<file path="config.mk">
export PLATFORM = sky130hd
export DESIGN_NAME = sort_frame_loader
export DESIGN_NICKNAME = d
export VERILOG_FILES = /design/src/rtl/sort_frame_loader.sv
export SDC_FILE = /design/constraint.sdc
export NUM_CORES = 1
export LEC_CHECK = 0
export BUFFER_PORTS_ARGS = -buffer_cell sky130_fd_sc_hd__buf_4
export CELL_PAD_IN_SITES_DETAIL_PLACEMENT = 2
export CELL_PAD_IN_SITES_GLOBAL_PLACEMENT = 2
export CORE_MARGIN = 2
export CORE_UTILIZATION = 34
export DETAILED_ROUTE_END_ITERATION = 7
export PLACE_DENSITY_LB_ADDON = 0.1
export SLEW_MARGIN = 0
export SYNTH_ARGS = -nofsm -noshare
export SYNTH_HDL_FRONTEND = slang
export SYNTH_SLANG_ARGS = --single-unit
</file>
<file path="constraint.sdc">
create_clock -name clk_i -period 2 [get_ports clk_i]
set_clock_uncertainty 0.2 [all_clocks]
set_input_delay 0.2 -clock clk_i [delete_from_list [all_inputs] [get_ports clk_i]]
set_output_delay 0.2 -clock clk_i [all_outputs]
set_load 0.01 [all_outputs]
</file>
<file path="src/rtl/sort_frame_loader.sv">
// sort_frame_loader: decodes length-prefixed UART frames into little-endian elements
// and hands them to the sort core over valid/ready.
module sort_frame_loader #(
  parameter int DATA_WIDTH = 16,
  parameter int MAX_ELEMS = 16
) (
  input  logic                  clk_i,
  input  logic                  rst_i,
  input  logic [7:0]            rx_data_i,
  input  logic                  rx_valid_i,
  output logic                  rx_ready_o,
  output logic [DATA_WIDTH-1:0] elem_data_o,
  output logic                  elem_valid_o,
  output logic                  elem_last_o,
  input  logic                  elem_ready_i,
  output logic                  busy_o,
  output logic                  frame_err_o
);
  localparam int BPE = (DATA_WIDTH + 7) / 8;
  localparam int CW = $clog2(BPE + 1);
  localparam logic [CW-1:0] LAST_B = CW'(BPE - 1);
  localparam logic [7:0] MAX_N = 8'(MAX_ELEMS);
  typedef enum logic [1:0] {IDLE, ASSEMBLE, EMIT} state_t;
  state_t state, state_n;
  logic [7:0] rem, rem_n;
  logic [CW-1:0] cnt, cnt_n;
  logic [DATA_WIDTH-1:0] acc, acc_n;
  logic last_n, err_n, take;
  assign take = rx_valid_i & rx_ready_o;
  assign elem_data_o = acc;
  always_comb begin
    state_n = state;
    rem_n = rem;
    cnt_n = cnt;
    acc_n = acc;
    last_n = elem_last_o;
    err_n = 1'b0;
    case (state)
      IDLE: if (take) begin
        if (rx_data_i == 8'd0 || rx_data_i > MAX_N) err_n = 1'b1;
        else begin
          rem_n = rx_data_i;
          cnt_n = '0;
          state_n = ASSEMBLE;
        end
      end
      ASSEMBLE: if (take) begin
        // first byte of each element wipes the previous element's bits
        acc_n = cnt == '0 ? '0 : acc;
        for (int i = 0; i < DATA_WIDTH; i++)
          if (cnt == CW'(i / 8)) acc_n[i] = rx_data_i[i % 8];
        cnt_n = cnt + 1'b1;
        if (cnt == LAST_B) begin
          state_n = EMIT;
          last_n = rem == 8'd1;
        end
      end
      EMIT: if (elem_ready_i) begin
        rem_n = rem - 8'd1;
        cnt_n = '0;
        last_n = 1'b0;
        state_n = elem_last_o ? IDLE : ASSEMBLE;
      end
      default: state_n = IDLE;
    endcase
  end
  always_ff @(posedge clk_i or posedge rst_i) begin
    if (rst_i) begin
      state <= IDLE;
      rem <= '0;
      cnt <= '0;
      acc <= '0;
      elem_last_o <= 1'b0;
      elem_valid_o <= 1'b0;
      frame_err_o <= 1'b0;
      rx_ready_o <= 1'b1;
      busy_o <= 1'b0;
    end else begin
      state <= state_n;
      rem <= rem_n;
      cnt <= cnt_n;
      acc <= acc_n;
      elem_last_o <= last_n;
      elem_valid_o <= state_n == EMIT;
      frame_err_o <= err_n;
      rx_ready_o <= state_n != EMIT;
      busy_o <= state_n != IDLE;
    end
  end
endmodule

</file>
==> impl_metrics.json, run 1 <==
{
  "hp-class": "in -> reg",
  "crit_chain": "or4_4 > nor4_2 > a21oi_1 > o221ai_1",
  "dieHeight_um": 74.1,
  "route.detailed.drc": 0,
  "grt_usage": 0.223,
  "finalWeightedCongestion": 0.828,
  "wl_per_cell_um": 20.4,
  "max_slew_margin": 0.682,
  "drt-total-wl_um": 5600,
  "final_nets": 223,
  "r2r_setup_slack_ns": 0.13,
  "synth_top_area_frac": 0.479,
  "ant_nets": 0,
  "power.leakage_uw": 0.00104,
  "cp.required_ns": 2.00,
  "r2r-start": "rem[3]$_DFFE_PP0P_",
  "dp_hpwl_um": 4060,
  "post_route_cells_drive_above_1_share": 0.327,
  "peakVddDrop_mv": 0.540,
  "core_um2": 4720,
  "cts.clk_slew.worst_paths_ns": 0.08,
  "io_pins": 33,
  "rsz0062_at_grt": "no",
  "startpoint": "rem[3]$_DFFE_PP0P_",
  "synthXorXnorAreaFrac": 0.00524,
  "yosys.area_share.adder": 0.0300,
  "clock-sinks": 33,
  "n_antenna_cell": 0,
  "overflow": 0,
  "grt_pass1_vias": 1648,
  "drt_first_pass_iters": 4,
  "synthFlopType": "dfrtp_1",
  "worstSkewPairLatency_ns": 0.29,
  "clock_path_buffers": 2,
  "final.period_utilization": 0.937,
  "fin_tns_setup_ns": 0,
  "rows": 25,
  "yosysTopAreaCell": "dfrtp_1",
  "synth_cell_types": 49,
  "first_iter_violations": 30,
  "max_freq_mhz": 534,
  "synth_area_leaders": "dfrtp_1, mux2_2, a22o_1, ha_1, inv_1",
  "crit_type": "reg -> reg",
  "die_area_um2": 5490,
  "arrival_ns": 1.87,
  "htree_levels": 2,
  "yosys_warnings": 0,
  "cp_max_fo": 5,
  "dp.cells": 259,
  "synth_nets": 170,
  "hold_path_startpoint": "rx_data_i[1]",
  "setup_viol": 0,
  "critPathSlowestCell": "or4_4",
  "cpPeakStageDelay_ns": 0.55,
  "via_per_inst": 5.33,
  "fillCellCount": 497,
  "synth-seq-area-share": 0.495,
  "antenna_found_initial": 0,
  "cts_buffers": 5,
  "critPathLaunchType": "register",
  "synth_top_family_by_area": "compound AO/OA/AOI/OAI gates",
  "async_flop_share": 1.00,
  "syn_area_um2": 1670,
  "period_needed_ns": 1.87,
  "grt_pass1_wl_um": 9100,
  "yosysMostFrequentCell": "dfrtp_1",
  "synth-seq-cells": 33,
  "synthTopCellsByCount": "dfrtp_1, inv_1, a22o_1, o21ai_0",
  "num_vias": 1465,
  "io_buffers": 32,
  "synthMuxAreaShare": 0.0682,
  "root_buffer": "clkbuf_8",
  "yosys.area_share.simple": 0.139,
  "hold_viol": 0,
  "tightestPinTransition_ns": 0.471,
  "die_w_um": 74.1,
  "tritoncts": "done",
  "p_per_area_nw_per_um2": 1340,
  "synth-compound-area-share": 0.218,
  "syn_to_final_growth_pct": 35.5,
  "drv_cap": 0,
  "crit_path_end_kind": "register",
  "avgSynthCellArea_um2": 10.8,
  "grt_max_degree": 34,
  "layoutNonFillerInstCount": 275,
  "maxSlewViolCount": 0,
  "start_util": 0.354,
  "synthCells": 154,
  "synth_edf_count": 0,
  "status": "complete, no violations"
}
final cells by class:
cell class	count	area, um^2	share of cell area
clock inverters	1	30.0	0.0133
multi-input cells	103	777	0.343
inverters	11	41.3	0.0182
repair buffers	53	418	0.185
clock buffers	7	86.3	0.0381
flip-flops and latches	33	827	0.365
well taps	67	83.8	0.0370
power by group:
| part | switching [uW] | internal, uW |
|---|---|---|
| clock network | 268 | 407 |
| logic | 604 | 611 |
| registers | 217 | 931 |
| total | 1090 | 1950 |
state kept, by name, summed over array words and instances, names as in the netlist:
| name | cells |
|---|---|
| busy_o | 1 |
| cnt | 2 |
| elem_data_o | 16 |
| elem_last_o | 1 |
| elem_valid_o | 1 |
| frame_err_o | 1 |
| rem | 8 |
| rx_ready_o | 1 |
| state | 2 |
worst max-delay path: cells and delay by family, from the launching register on:
kind,cells,cell delay (ns)
AND/OR/NAND/NOR,2,0.84
flip-flops,1,0.44
AO/OA/AOI/OAI,2,0.30
metal layers:
metal,routed length (um),GRT usage,share of wire,vias up
li1,-,-,-,677
met1,2580,0.294,0.46,749
met2,2780,0.365,0.50,30
met3,157,0.0488,0.028,9
met4,85,0.0727,0.015,0
met5,0,0,0,-
cell usage in the layout, fill, tap and decap left out, drive strengths merged, types with 2 or more instances in the layout:
cell         synthesis  final
o211ai               3      3
a211oi               4      4
and3                 2      2
nor3                 3      3
a21oi                7      7
o21ai               10     10
o21bai               2      2
nor4                 4      4
nand3                3      3
clkbuf               3      7
nor3b                2      2
nor2b                2      2
nand2b               2      2
ha                   4      4
a21o                 3      3
dlygate4sd3          0      8
a22o                 8      8
mux2i                2      2
dfrtp               32     32
o221ai               2      2
buf                  4     45
nor2                 6      6
nand2                7      7
mux2                 8      8
inv                 11     11
stage by stage:
step / setup WS [ns] / power, uW / instance area (um^2) / utilization / hold WS [ns]
floorplan: 0.189 / 1760 / 1670 / - / 0.0998
global placement: 0.111 / 2280 / 2060 / 0.436 / 0.127
detailed placement: 0.0884 / 2350 / 2060 / 0.436 / 0.146
CTS: 0.0822 / 3070 / 2250 / 0.477 / 0.000753
global route: 0.0480 / 3220 / 2260 / 0.479 / 0.0129
finish: 0.126 / 3040 / 2260 / 0.479 / 0.00701
logic make-up after synthesis:
group | count (synthesis)
mux | 10
buf+inv | 18
simple gates | 38
flops | 33
xor+xnor | 1
fa+ha+maj | 4
compound gates | 50
final timing paths:
kind / to / depth (start not counted)
max: rem[6]$_DFFE_PP0P_ / 4
min: elem_data_o[1]$_DFFE_PP0P_ / 2
max reg2reg: rem[6]$_DFFE_PP0P_ / 4
min reg2reg: elem_data_o[15]$_DFFE_PP0P_ / 1
max in group asynchronous: rx_ready_o$_DFF_PP1_ / 4
min in group asynchronous: elem_data_o[7]$_DFFE_PP0P_ / 4
timing repair:
item,4_1_cts,5_1_grt
hold buffers,8,0
hold endpoints to repair,43,0
setup buffers,0,0
setup endpoints to repair,0,3
resized for setup,0,2
Power figures use the tool's default switching activity.
==> inputs of run 2 (changes only) <==
--- a/config.mk
+++ b/config.mk
@@ -5,11 +5,12 @@
 export SDC_FILE = /design/constraint.sdc
 export NUM_CORES = 1
 export LEC_CHECK = 0
+export ABC_AREA = 1
 export BUFFER_PORTS_ARGS = -buffer_cell sky130_fd_sc_hd__buf_4
 export CELL_PAD_IN_SITES_DETAIL_PLACEMENT = 2
 export CELL_PAD_IN_SITES_GLOBAL_PLACEMENT = 2
 export CORE_MARGIN = 2
-export CORE_UTILIZATION = 34
+export CORE_UTILIZATION = 32
 export DETAILED_ROUTE_END_ITERATION = 7
 export PLACE_DENSITY_LB_ADDON = 0.1
 export SLEW_MARGIN = 0
==> impl_metrics.json, run 2 <==
{
  "hp-class": "in -> reg",
  "synthCells": 210,
  "synth-seq-cells": 33,
  "arrival_ns": 1.78,
  "hold_depth": 3,
  "root_buffer": "clkbuf_8",
  "cp_common_cell": "nand2_1",
  "tightestPinTransition_ns": 0.462,
  "crit_chain": "nand2_1 > inv_1 > nand2_1 > nor2_2 > inv_2 > nand2_1 > inv_1 > nand3_1",
  "synth_top_area_frac": 0.463,
  "htree_levels": 2,
  "period_needed_ns": 1.75,
  "syn_area_um2": 1730,
  "antenna_found_initial": 0,
  "rows": 26,
  "synth_cell_types": 26,
  "peakVddDrop_mv": 0.656,
  "setup_viol": 0,
  "synth_area_leaders": "dfrtp_1, nand2_1, nand3_1, inv_1, o21ai_2",
  "maxSlewViolCount": 0,
  "hold_viol": 0,
  "synth_nets": 226,
  "hold_path_startpoint": "rx_data_i[7]",
  "r2r_end": "busy_o$_DFF_PP0_",
  "synth_edf_count": 0,
  "rr_worst_depth": 8,
  "drt_first_pass_iters": 4,
  "drv_cap": 0,
  "io_buffers": 32,
  "synth-seq-area-share": 0.478,
  "core_um2": 5170,
  "cp_max_fo": 18,
  "yosysMostFrequentCell": "nand2_1",
  "cp.required_ns": 2.03,
  "critPathLaunchType": "register",
  "clock-sinks": 33,
  "crit_type": "reg -> reg",
  "dieHeight_um": 77.5,
  "tritoncts": "done",
  "start_util": 0.335,
  "io_pins": 33,
  "fin_tns_setup_ns": 0,
  "setup_ws_ns": 0.249,
  "largest_reg_flops": 16,
  "final_common_cell": "nand2_1",
  "avgSynthCellArea_um2": 8.24,
  "cts_buffers": 5,
  "wl_per_cell_um": 15.7,
  "n_antenna_cell": 0,
  "grt_usage": 0.191,
  "worstSkewPairLatency_ns": 0.29,
  "yosysTopAreaCell": "dfrtp_1",
  "max_slew_margin": 0.691,
  "cpPeakStageDelay_ns": 0.53,
  "async_flop_share": 1.00,
  "die_w_um": 77.5,
  "final.period_utilization": 0.875,
  "r2r-start": "rx_ready_o$_DFF_PP1_",
  "grt_max_degree": 34,
  "worstHoldEndpoint": "elem_data_o[15]$_DFFE_PP0P_",
  "first_iter_violations": 40,
  "yosys_warnings": 0,
  "layoutNonFillerInstCount": 320,
  "dp_hpwl_um": 3760,
  "synthFlopType": "dfrtp_1",
  "power.leakage_uw": 0.00114,
  "num_vias": 1550,
  "via_per_inst": 4.84,
  "die_area_um2": 6010,
  "synthTopCellsByCount": "nand2_1, dfrtp_1, nand3_1",
  "drt-total-wl_um": 5020,
  "final_nets": 265,
  "fin_total_pwr_uw": 3240,
  "cts-resized-gates": 0,
  "post_route_cells_drive_above_1_share": 0.256,
  "p_per_area_nw_per_um2": 1500,
  "grt_pass1_vias": 1715,
  "rsz0062_at_grt": "no",
  "critPathSlowestCell": "dfstp_2",
  "ant_nets": 0,
  "pre_cts_ws_ns": 0.275,
  "crit_path_end_kind": "register",
  "dp.cells": 310,
  "status": "complete, no violations",
  "final_cell_mix": "nand2_1, buf_4, dfrtp_1",
  "cts.clk_slew.worst_paths_ns": 0.07,
  "grt_pass1_wl_um": 8840,
  "route.detailed.drc": 0,
  "syn_to_final_growth_pct": 25.1,
  "fillCellCount": 597,
  "max_freq_mhz": 571,
  "clock_path_buffers": 2,
  "r2r_setup_slack_ns": 0.25,
  "finalWeightedCongestion": 0.712,
  "overflow": 0
}
==> run 2: cell count changes after synthesis, moves of 4 or more <==
cell	change
o21ai_2	+8
buf_6	+4
o21ai_1	+6
a21oi_1	-5
inv_1	+13
nand2_1	+50
a22o_1	-8
mux2_2	-7
nand3_1	+25
inv_2	+4
a211oi_1	-4
nor2_1	+9
==> run 2: per-layer routing <==
layer	vias to the layer above	track usage	wire [um]
met2	23	0.342	2610
met5	-	0	0
li1	750	-	-
met4	0	0.0696	82
met3	7	0.0372	151
met1	770	0.226	2170
==> run 2: critical path, delay by kind of cell (launching register included) <==
family | cells | cell delay [ns]
buffers and inverters | 3 | 0.40
DFF | 1 | 0.53
and+or+nand+nor | 5 | 0.55
==> run 2: cell families after synthesis <==
group / count (synthesis) / share of synthesized area
buf+inv: 32 / 0.0868
fa+ha+maj: 4 / 0.0289
flops: 33 / 0.478
xor+xnor: 1 / 0.00506
compound gates: 27 / 0.101
simple gates: 113 / 0.301
==> run 2: report_power, final <==
| part | switching, uW | internal, uW |
|---|---|---|
| logic | 830 | 565 |
| registers | 234 | 950 |
| clock network | 254 | 406 |
| total | 1320 | 1920 |
==> run 2: area by class of cell <==
type,instances,area [um^2],share of cell area
clock inverter,1,30.0,0.0139
inverter,28,105,0.0486
multi-input combinational,145,753,0.348
sequential,33,827,0.382
tap,70,87.6,0.0405
clock buffer,7,86.3,0.0399
timing repair buffer,36,275,0.127
==> run 2: worst max path at each step <==
| stage | startpoint | end | cells past startpoint |
|---|---|---|---|
| 6_report | rx_ready_o$_DFF_PP1_ | busy_o$_DFF_PP0_ | 8 |
| 4_1_cts | rx_ready_o$_DFF_PP1_ | busy_o$_DFF_PP0_ | 8 |
| 3_5_place_dp | rx_ready_o$_DFF_PP1_ | busy_o$_DFF_PP0_ | 8 |
| 3_3_place_gp | rx_ready_o$_DFF_PP1_ | elem_data_o[9]$_DFFE_PP0P_ | 7 |
| 2_1_floorplan | rx_ready_o$_DFF_PP1_ | elem_data_o[8]$_DFFE_PP0P_ | 8 |
| 5_1_grt | rx_ready_o$_DFF_PP1_ | busy_o$_DFF_PP0_ | 8 |
==> run 2: what timing repair did <==
action                                 CTS  global route
endpoints found under the hold margin   33             0
hold buffers                             2             0
setup buffers                            0             0
==> run 2: stage by stage <==
step	utilization	instance area [um^2]	hold WS, ns
3_3_place_gp	0.392	2030	0.130
4_1_cts	0.418	2160	0.00989
6_report	0.418	2160	0.0148
3_5_place_dp	0.392	2030	0.137
5_1_grt	0.418	2160	0.0121
2_1_floorplan	-	1730	0.128
==> inputs of run 3 (changes only) <==
--- a/config.mk
+++ b/config.mk
@@ -7,10 +7,10 @@
 export LEC_CHECK = 0
 export ABC_AREA = 1
 export BUFFER_PORTS_ARGS = -buffer_cell sky130_fd_sc_hd__buf_4
-export CELL_PAD_IN_SITES_DETAIL_PLACEMENT = 2
-export CELL_PAD_IN_SITES_GLOBAL_PLACEMENT = 2
+export CELL_PAD_IN_SITES_DETAIL_PLACEMENT = 1
+export CELL_PAD_IN_SITES_GLOBAL_PLACEMENT = 1
 export CORE_MARGIN = 2
-export CORE_UTILIZATION = 32
+export CORE_UTILIZATION = 40
 export DETAILED_ROUTE_END_ITERATION = 7
 export PLACE_DENSITY_LB_ADDON = 0.1
 export SLEW_MARGIN = 0
==> impl_metrics.json, run 3 (synthesized netlist as in run 2, its figures left out) <==
{
  "max_slew_margin": 0.719,
  "cpPeakStageDelay_ns": 0.54,
  "cts-resized-gates": 0,
  "r2r-start": "rx_ready_o$_DFF_PP1_",
  "hp-class": "in -> reg",
  "cts.clk_slew.worst_paths_ns": 0.07,
  "post_route_cells_drive_above_1_share": 0.256,
  "grt_pass1_wl_um": 8030,
  "via_per_inst": 5.10,
  "wl_per_cell_um": 15.5,
  "io_buffers": 32,
  "clock_path_buffers": 2,
  "cp_common_cell": "nand2_1",
  "final_cell_mix": "nand2_1, buf_4, dfrtp_1",
  "htree_levels": 2,
  "r2r_setup_slack_ns": 0.21,
  "drt_first_pass_iters": 4,
  "tritoncts": "done",
  "hold_depth": 3,
  "final_common_cell": "nand2_1",
  "cp.required_ns": 2.02,
  "setup_viol": 0,
  "holdWs_ns": 0.0268,
  "grt_usage": 0.208,
  "status": "complete, no violations",
  "path_buf_inv": 3,
  "hold_buffers": 2,
  "finish.instance_area_um2": 2110,
  "r2r_end": "busy_o$_DFF_PP0_",
  "peakVddDrop_mv": 0.657,
  "num_vias": 1531,
  "placed_area_um2": 2000,
  "io_pins": 33,
  "hold_path_startpoint": "rx_data_i[5]",
  "dieHeight_um": 69.8,
  "p_per_area_nw_per_um2": 1450,
  "die_w_um": 69.8,
  "fin_tns_setup_ns": 0,
  "crit_chain": "nand2_1 > inv_1 > nand2_1 > nor2_2 > inv_2 > nand2_1 > inv_1 > nand3_1",
  "core_um2": 4090,
  "dp.cells": 290,
  "crit_path_end_kind": "register",
  "hold_viol": 0,
  "multi_input_comb_area_um2": 753,
  "period_needed_ns": 1.79,
  "die_area_um2": 4870,
  "route.detailed.drc": 0,
  "final_nets": 265,
  "dp_hpwl_um": 3560,
  "first_iter_violations": 93,
  "final.period_utilization": 0.895,
  "rr_worst_depth": 8,
  "drv_cap": 0,
  "cts_setup_buffers": 0,
  "rsz0062_at_grt": "no",
  "power.leakage_uw": 0.00112,
  "critPathLaunchType": "register",
  "ant_nets": 0,
  "max_freq_mhz": 558,
  "worstSkewPairLatency_ns": 0.28,
  "arrival_ns": 1.81,
  "finalWeightedCongestion": 0.811,
  "layoutNonFillerInstCount": 300,
  "drt-total-wl_um": 4650,
  "root_buffer": "clkbuf_8",
  "grt_max_degree": 34,
  "path_delay_family": "simple AND/OR/NAND/NOR gates",
  "largest_reg_flops": 16,
  "critPathSlowestCell": "dfstp_2",
  "tightestPinTransition_ns": 0.421,
  "grt_pass1_vias": 1670,
  "clock-sinks": 33,
  "crit_type": "reg -> reg",
  "n_antenna_cell": 0,
  "syn_to_final_growth_pct": 21.7,
  "overflow": 0,
  "antenna_found_initial": 0,
  "maxSlewViolCount": 0,
  "cts_buffers": 5,
  "regArea_um2": 827,
  "final_core_util": 0.515,
  "worstHoldEndpoint": "elem_data_o[13]$_DFFE_PP0P_",
  "cp_max_fo": 18,
  "fillCellCount": 519,
  "start_util": 0.423,
  "rows": 23
}
-- run 3: cell type report --
cell class / count / share of cell area
well taps: 50 / 0.0297
inverters: 28 / 0.0499
clock buffers: 6 / 0.0345
flip-flops and latches: 33 / 0.393
clock inverters: 2 / 0.00475
multi-input cells: 145 / 0.358
repair buffers: 36 / 0.131
-- run 3: power by group --
group	switching (uW)	internal, uW	total (uW)
clock network	250	241	492
registers	229	950	1180
logic	809	564	1370
-- run 3: how the worst max path moves through the flow --
stage / start / end / slack (ns) / depth (start not counted)
6_report: rx_ready_o$_DFF_PP1_ / busy_o$_DFF_PP0_ / 0.21 / 8
5_1_grt: rx_ready_o$_DFF_PP1_ / busy_o$_DFF_PP0_ / 0.09 / 8
4_1_cts: rx_ready_o$_DFF_PP1_ / busy_o$_DFF_PP0_ / 0.20 / 8
3_5_place_dp: rx_ready_o$_DFF_PP1_ / busy_o$_DFF_PP0_ / 0.22 / 8
3_3_place_gp: rx_ready_o$_DFF_PP1_ / elem_data_o[10]$_DFFE_PP0P_ / 0.38 / 7
2_1_floorplan: rx_ready_o$_DFF_PP1_ / elem_data_o[8]$_DFFE_PP0P_ / 0.39 / 8
-- run 3: tightest hold or removal path, cell delays in order --
cell and delay [ns]:
buf_4 0.12, inv_1 0.09, o21ai_2 0.06
-- run 3: metrics by stage --
stage	worst slack (ns)	total power, uW
floorplan	0.395	2030
global placement	0.378	2490
detailed placement	0.224	2580
CTS	0.199	3080
global route	0.0900	3310
finish	0.209	3040
-- run 3: routing by layer --
layer	GRT usage	wire, um	vias to the layer above
met5	0	0	-
met4	0.0513	37	0
met3	0.0480	153	5
met2	0.368	2380	24
met1	0.255	2080	755
li1	-	-	747
